==> config.mk <==
export PLATFORM = sky130hd
export DESIGN_NAME = piradip_bit_frame_sequencer_flat
export DESIGN_NICKNAME = d
export VERILOG_FILES = /design/src/rtl/piradip_bit_frame_sequencer_if.sv /design/src/rtl/piradip_bit_frame_sequencer.sv /design/src/flat_wrapper.sv
export SDC_FILE = /design/constraint.sdc
export NUM_CORES = 1
export LEC_CHECK = 0
export BUFFER_PORTS_ARGS = -buffer_cell sky130_fd_sc_hd__buf_2
export CORE_AREA = 8 8 109 111
export DETAILED_ROUTE_END_ITERATION = 12
export DIE_AREA = 0 0 117 119
export SETUP_SLACK_MARGIN = 0.15
export SLEW_MARGIN = 15
export SYNTH_ARGS = -nofsm -noshare
export SYNTH_HDL_FRONTEND = slang
export SYNTH_SLANG_ARGS = --single-unit
==> constraint.sdc <==
create_clock -name i_clk -period 2.7 [get_ports i_clk]
set_input_delay 0.27 -clock i_clk [delete_from_list [all_inputs] [get_ports i_clk]]
set_output_delay 0.27 -clock i_clk [all_outputs]
set_load 0.005 [all_outputs]
==> src/rtl/piradip_bit_frame_sequencer_if.sv <==
// Command, bit-stream and status signals of the bit frame sequencer.
// slave is the sequencer side; master is the driving/observing side.
interface piradip_bit_frame_sequencer_if #(
  parameter int LEN_WIDTH   = 16,
  parameter int COUNT_WIDTH = 32
) ();
  logic                   cmd_valid;
  logic                   cmd_ready;
  logic [LEN_WIDTH-1:0]   cmd_len;
  logic                   abort;
  logic                   in_tvalid;
  logic                   in_tready;
  logic                   in_tdata;
  logic                   out_tvalid;
  logic                   out_tready;
  logic                   out_tdata;
  logic                   out_tlast;
  logic                   tx_align;
  logic                   rx_align;
  logic                   select;
  logic                   busy;
  logic                   aborted;
  logic [COUNT_WIDTH-1:0] frame_count;

  modport slave (
    input  cmd_valid, cmd_len, abort, in_tvalid, in_tdata, out_tready,
    output cmd_ready, in_tready, out_tvalid, out_tdata, out_tlast,
           tx_align, rx_align, select, busy, aborted, frame_count
  );

  modport master (
    output cmd_valid, cmd_len, abort, in_tvalid, in_tdata, out_tready,
    input  cmd_ready, in_tready, out_tvalid, out_tdata, out_tlast,
           tx_align, rx_align, select, busy, aborted, frame_count
  );
endinterface

==> src/rtl/piradip_bit_frame_sequencer.sv <==
// Frames a 1-bit stream with select/setup/gap timing and align strobes after each frame.
// Zero-latency bit pass-through in SHIFT; stalls on either side, abort masks both handshakes.
module piradip_bit_frame_sequencer #(
  parameter int LEN_WIDTH    = 16,
  parameter int SETUP_CYCLES = 2,
  parameter int GAP_CYCLES   = 4,
  parameter int COUNT_WIDTH  = 32
) (
  input  logic                          i_clk,
  input  logic                          i_reset,
  piradip_bit_frame_sequencer_if.slave  bus
);
  localparam int MAXC = (SETUP_CYCLES > GAP_CYCLES) ? SETUP_CYCLES : GAP_CYCLES;
  localparam int CW   = (MAXC > 1) ? $clog2(MAXC) : 1;

  typedef enum logic [2:0] {
    S_IDLE,
    S_SETUP,
    S_SHIFT,
    S_FLUSH,
    S_GAP
  } state_t;

  state_t                 r_state;
  logic [LEN_WIDTH-1:0]   r_remaining;
  logic [CW-1:0]          r_cnt;
  logic                   r_aborted;
  logic [COUNT_WIDTH-1:0] r_frame_count;

  logic w_shift;
  logic w_xfer;

  assign w_shift = (r_state == S_SHIFT);
  assign w_xfer  = w_shift & bus.in_tvalid & bus.out_tready & ~bus.abort;

  assign bus.cmd_ready   = (r_state == S_IDLE);
  assign bus.in_tready   = w_shift & bus.out_tready & ~bus.abort;
  assign bus.out_tvalid  = w_shift & bus.in_tvalid & ~bus.abort;
  assign bus.out_tdata   = bus.in_tdata;
  assign bus.out_tlast   = w_shift & (r_remaining == LEN_WIDTH'(1));
  assign bus.select      = (r_state == S_SETUP) | w_shift | (r_state == S_FLUSH);
  assign bus.busy        = (r_state != S_IDLE);
  assign bus.tx_align    = (r_state == S_FLUSH);
  assign bus.rx_align    = (r_state == S_FLUSH);
  assign bus.aborted     = (r_state == S_FLUSH) & r_aborted;
  assign bus.frame_count = r_frame_count;

  always_ff @(posedge i_clk) begin
    if (i_reset) begin
      r_state       <= S_IDLE;
      r_remaining   <= '0;
      r_cnt         <= '0;
      r_aborted     <= 1'b0;
      r_frame_count <= '0;
    end else begin
      case (r_state)
        S_IDLE: begin
          // Zero-length commands are consumed without opening a frame.
          if (bus.cmd_valid && (bus.cmd_len != '0)) begin
            r_remaining <= bus.cmd_len;
            r_aborted   <= 1'b0;
            r_cnt       <= '0;
            r_state     <= (SETUP_CYCLES > 0) ? S_SETUP : S_SHIFT;
          end
        end
        S_SETUP: begin
          if (bus.abort) begin
            r_aborted <= 1'b1;
            r_state   <= S_FLUSH;
          end else if (r_cnt == CW'(SETUP_CYCLES - 1)) begin
            r_state <= S_SHIFT;
          end else begin
            r_cnt <= r_cnt + CW'(1);
          end
        end
        S_SHIFT: begin
          if (bus.abort) begin
            r_aborted <= 1'b1;
            r_state   <= S_FLUSH;
          end else if (w_xfer) begin
            r_remaining <= r_remaining - LEN_WIDTH'(1);
            if (r_remaining == LEN_WIDTH'(1)) begin
              r_state <= S_FLUSH;
            end
          end
        end
        S_FLUSH: begin
          if (!r_aborted) begin
            r_frame_count <= r_frame_count + COUNT_WIDTH'(1);
          end
          r_cnt   <= '0;
          r_state <= (GAP_CYCLES > 0) ? S_GAP : S_IDLE;
        end
        S_GAP: begin
          if (r_cnt == CW'(GAP_CYCLES - 1)) begin
            r_state <= S_IDLE;
          end else begin
            r_cnt <= r_cnt + CW'(1);
          end
        end
        default: r_state <= S_IDLE;
      endcase
    end
  end
endmodule

==> src/flat_wrapper.sv <==
// flat-port wrapper written by rule: the top's interface ports become plain ports
module piradip_bit_frame_sequencer_flat 
#(
  parameter int LEN_WIDTH    = 16,
  parameter int SETUP_CYCLES = 2,
  parameter int GAP_CYCLES   = 4,
  parameter int COUNT_WIDTH  = 32
)
  (i_clk, i_reset, bus_cmd_valid, bus_cmd_len, bus_abort, bus_in_tvalid, bus_in_tdata, bus_out_tready, bus_cmd_ready, bus_in_tready, bus_out_tvalid, bus_out_tdata, bus_out_tlast, bus_tx_align, bus_rx_align, bus_select, bus_busy, bus_aborted, bus_frame_count);
  piradip_bit_frame_sequencer_if #(.LEN_WIDTH(LEN_WIDTH), .COUNT_WIDTH(COUNT_WIDTH)) bus_i ();
  input  logic i_clk;
  input  logic i_reset;
  input wire logic [$bits(bus_i.cmd_valid)-1:0] bus_cmd_valid;
  input wire logic [$bits(bus_i.cmd_len)-1:0] bus_cmd_len;
  input wire logic [$bits(bus_i.abort)-1:0] bus_abort;
  input wire logic [$bits(bus_i.in_tvalid)-1:0] bus_in_tvalid;
  input wire logic [$bits(bus_i.in_tdata)-1:0] bus_in_tdata;
  input wire logic [$bits(bus_i.out_tready)-1:0] bus_out_tready;
  output wire logic [$bits(bus_i.cmd_ready)-1:0] bus_cmd_ready;
  output wire logic [$bits(bus_i.in_tready)-1:0] bus_in_tready;
  output wire logic [$bits(bus_i.out_tvalid)-1:0] bus_out_tvalid;
  output wire logic [$bits(bus_i.out_tdata)-1:0] bus_out_tdata;
  output wire logic [$bits(bus_i.out_tlast)-1:0] bus_out_tlast;
  output wire logic [$bits(bus_i.tx_align)-1:0] bus_tx_align;
  output wire logic [$bits(bus_i.rx_align)-1:0] bus_rx_align;
  output wire logic [$bits(bus_i.select)-1:0] bus_select;
  output wire logic [$bits(bus_i.busy)-1:0] bus_busy;
  output wire logic [$bits(bus_i.aborted)-1:0] bus_aborted;
  output wire logic [$bits(bus_i.frame_count)-1:0] bus_frame_count;
  assign bus_i.cmd_valid = bus_cmd_valid;
  assign bus_i.cmd_len = bus_cmd_len;
  assign bus_i.abort = bus_abort;
  assign bus_i.in_tvalid = bus_in_tvalid;
  assign bus_i.in_tdata = bus_in_tdata;
  assign bus_i.out_tready = bus_out_tready;
  assign bus_cmd_ready = bus_i.cmd_ready;
  assign bus_in_tready = bus_i.in_tready;
  assign bus_out_tvalid = bus_i.out_tvalid;
  assign bus_out_tdata = bus_i.out_tdata;
  assign bus_out_tlast = bus_i.out_tlast;
  assign bus_tx_align = bus_i.tx_align;
  assign bus_rx_align = bus_i.rx_align;
  assign bus_select = bus_i.select;
  assign bus_busy = bus_i.busy;
  assign bus_aborted = bus_i.aborted;
  assign bus_frame_count = bus_i.frame_count;
  piradip_bit_frame_sequencer #(.LEN_WIDTH(LEN_WIDTH), .SETUP_CYCLES(SETUP_CYCLES), .GAP_CYCLES(GAP_CYCLES), .COUNT_WIDTH(COUNT_WIDTH)) u_core (.i_clk(i_clk), .i_reset(i_reset), .bus(bus_i));
endmodule
==> reports/qor.yml <==
outcome:
  status: "completed"
worst_setup_path:
  crit_path_end_kind: "output port"
  criticalPathCategory: "flop to output port"
  r2r_end: "u_core.bus.frame_count[31]"
  worst_setup_path_start_kind: "flop"
  cp.required_ps: 2430
  reg2reg_depth: 5
  critPathLaunch: "u_core.r_state[0]"
  r2r_slack_ps: 370
  path_max_fanout: 19
  worst_r2r_startpoint: "u_core.r_state[1]"
  cp.arrival_ps: 2100
power:
  p_per_area_nw_per_um2: 723.0
  leakage_nw: 1.357
  ir_drop_mv: 0.2963
yosys:
  synth_top_area_share_pct: 36.52
  syn_avg_cell_area_sq_um: 7.709
  synthDistinctLibCells: 48
  synthCells: 384
  yosys_warnings: 0
  synth_nets: 412
  ys_ff_latch: 54
  ys_top_cells_by_area: "dfxtp_1 37%, o21ai_0 5.7%, a21oi_1 5.4%, nor2_1 5.1%, nand2_1 4.9%"
  yosysTopAreaCell: "dfxtp_1"
  synth_area_sq_um: 2960
  seq_area_frac_synth_pct: 36.52
floorplan:
  ios: 65
  dieArea_sq_um: 13920
  die-width_um: 117
  start_util_pct: 29.33
  num_rows: 37
  die_y_um: 119
  coreArea_sq_um: 10090
route:
  firstDrtPassIters: 4
  drc_errors: 0
  top_layer: "met4"
  met3_length_um: 527
  avgViaCountPerCell: 5.062
  wl_um: 7849
  route.met2.wl_um: 3482
  met1_length_um: 3758
  antenna_left: 0
  wl_per_cell_um: 13.53
  dr_total_vias: 2936
  drtIter0Drc: 113
placement:
  dp_hpwl_um: 5869
  place_congestion: 0.8171
  dp_slack_ps: 375.3
  port_buffers: 62
sta:
  finalCritPeriodShare_pct: 87.89
  period_needed_ps: 2373
  setup_slack_ps: 326.9
  fmax_mhz: 421.4
  tns_ps: 0
  setup-violations-final: 0
  rsz0062_at_grt: "no"
  slew_headroom_pct: 44.99
  tightest_slew_ps: 825.2
  hold_viol: 0
  skew_ps: 11.13
  worst_hold_slack_ps: 266.4
  slew_viol_final: 0
job:
  drv_cap: 0
finish:
  finalNetCount: 471
  multi_input_area_sq_um: 1709
  seqCellArea_sq_um: 1081
  drive_above_1_share_pct: 20.72
  n_antenna_cell: 0
  utilization_pct: 34.87
  n_fill_cell: 1104
  area.growth.synth_to_final_pct: 18.89
clocking:
  insertion_delay_ps: 310
  cts.sinks: 54
  cts_repair_resize_count: 0
  cts_setup_buffers: 0
  cts_tree: "done"
  cts-root-buf: "clkbuf_8"
  h-tree-depth: 2
  cts_buffer_depth: 2
  cts_buffers: 5
  clk_pin_slew_ps: 100
  ctsHoldBuffers: 0
hold_path:
  holdPathStages: 3
  hp-class: "input pin to flop"
  min_to: "u_core.r_remaining[0]"
  min_from: "bus_cmd_len[0]"
global_routing:
  overflow: 0
  track_usage_pct: 11.16
  antenna_found_initial: 0
  grt_pass1_vias: 2839
  grt_max_degree: 44
  grt_pass1_wl_um: 13020
power by group:
| part | switching (mW) | internal [mW] |
|---|---|---|
| logic | 0.628 | 0.431 |
| clock network | 0.281 | 0.212 |
| registers | 0.105 | 0.889 |
| total | 1.01 | 1.53 |
worst max path at each step:
stage,slack [ps],to,cells after the start
after floorplan,630,u_core.bus.frame_count[25],7
after detailed placement,380,u_core.bus.frame_count[31],5
after CTS,290,bus_out_tlast,5
after global routing,220,bus_out_tlast,5
final,330,bus_out_tlast,5
after global placement,400,u_core.bus.frame_count[31],5
Yosys cell counts, drive strengths merged:
master,count
xnor2,13
nor3,11
nor2,40
o211ai,4
nand3b,4
nor4,8
and2,2
or3b,2
o41ai,4
and4,2
nor4b,1
inv,16
o31a,1
ha,5
nand2,39
or3,14
xor2,7
a211o,1
o21a,3
o31ai,5
buf,8
a211oi,1
a41oi,1
nor2b,2
or2,3
a31oi,4
and3,1
nand4,12
o32ai,1
dfxtp,54
clkbuf,14
nand3,16
a21oi,32
a21o,1
o21ai,34
nor3b,4
a22o,1
mux2i,2
or4,8
o311ai,1
nand2b,2
layout by cell type, fill, tap and decap left out, types with 4 or more instances in the layout:
master    count
a21oi_1      32
a31oi_1       4
buf_2        62
buf_4        12
clkbuf_8      6
dfxtp_1      54
ha_1          5
inv_1        16
nand2_1      39
nand3_1      16
nand4_1      12
nor2_1       40
nor3_1       10
nor3b_1       4
nor4_1        8
o211ai_1      4
o21ai_0      34
o31ai_1       5
or3_1        14
or4_1         6
xnor2_1      13
xor2_1        7
state kept, by name, summed over array words and instances, names as in the netlist:
signal and flops:
u_core.bus.frame_count 32, u_core.r_cnt 2, u_core.r_aborted 1, u_core.r_remaining 16, u_core.r_state 3
layer usage:
metal	vias to the layer above	track usage [%]
met5	-	0
met4	0	3.122
met3	7	2.981
met2	77	18.25
met1	1361	13.99
li1	1491	-
cells by family after synthesis:
kind of cell / count (synthesis) / share of synthesized area [%]
xor+xnor: 20 / 5.917
fa+ha+maj: 5 / 2.113
simple gates: 171 / 30.26
buf+inv: 38 / 5.748
compound gates: 94 / 18.77
mux: 2 / 0.6763
flops: 54 / 36.52
critical path, stage by stage, from the launching register on:
cell and delay (ps):
dfxtp_1 350, buf_4 180, or3b_2 660, or2_2 370, nor2_1 100, buf_2 130
layout make-up:
cell class,instances,area share [%]
inverters,16,1.706
clock inverters,2,0.4621
flip-flops and latches,54,30.71
repair buffers,74,11.38
clock buffers,6,2.346
well taps,136,4.835
multi-input cells,292,48.56
through the flow:
step / area (sq um) / cells / power [mW]
finish: 3520 / 580 / 2.545
global route: 3520 / 580 / 2.740
CTS: 3520 / 580 / 2.567
detailed placement: 3421 / 572 / 2.066
global placement: 3421 / 572 / 2.055
floorplan: 2960 / 384 / 1.731
Power figures use the tool's default switching activity.
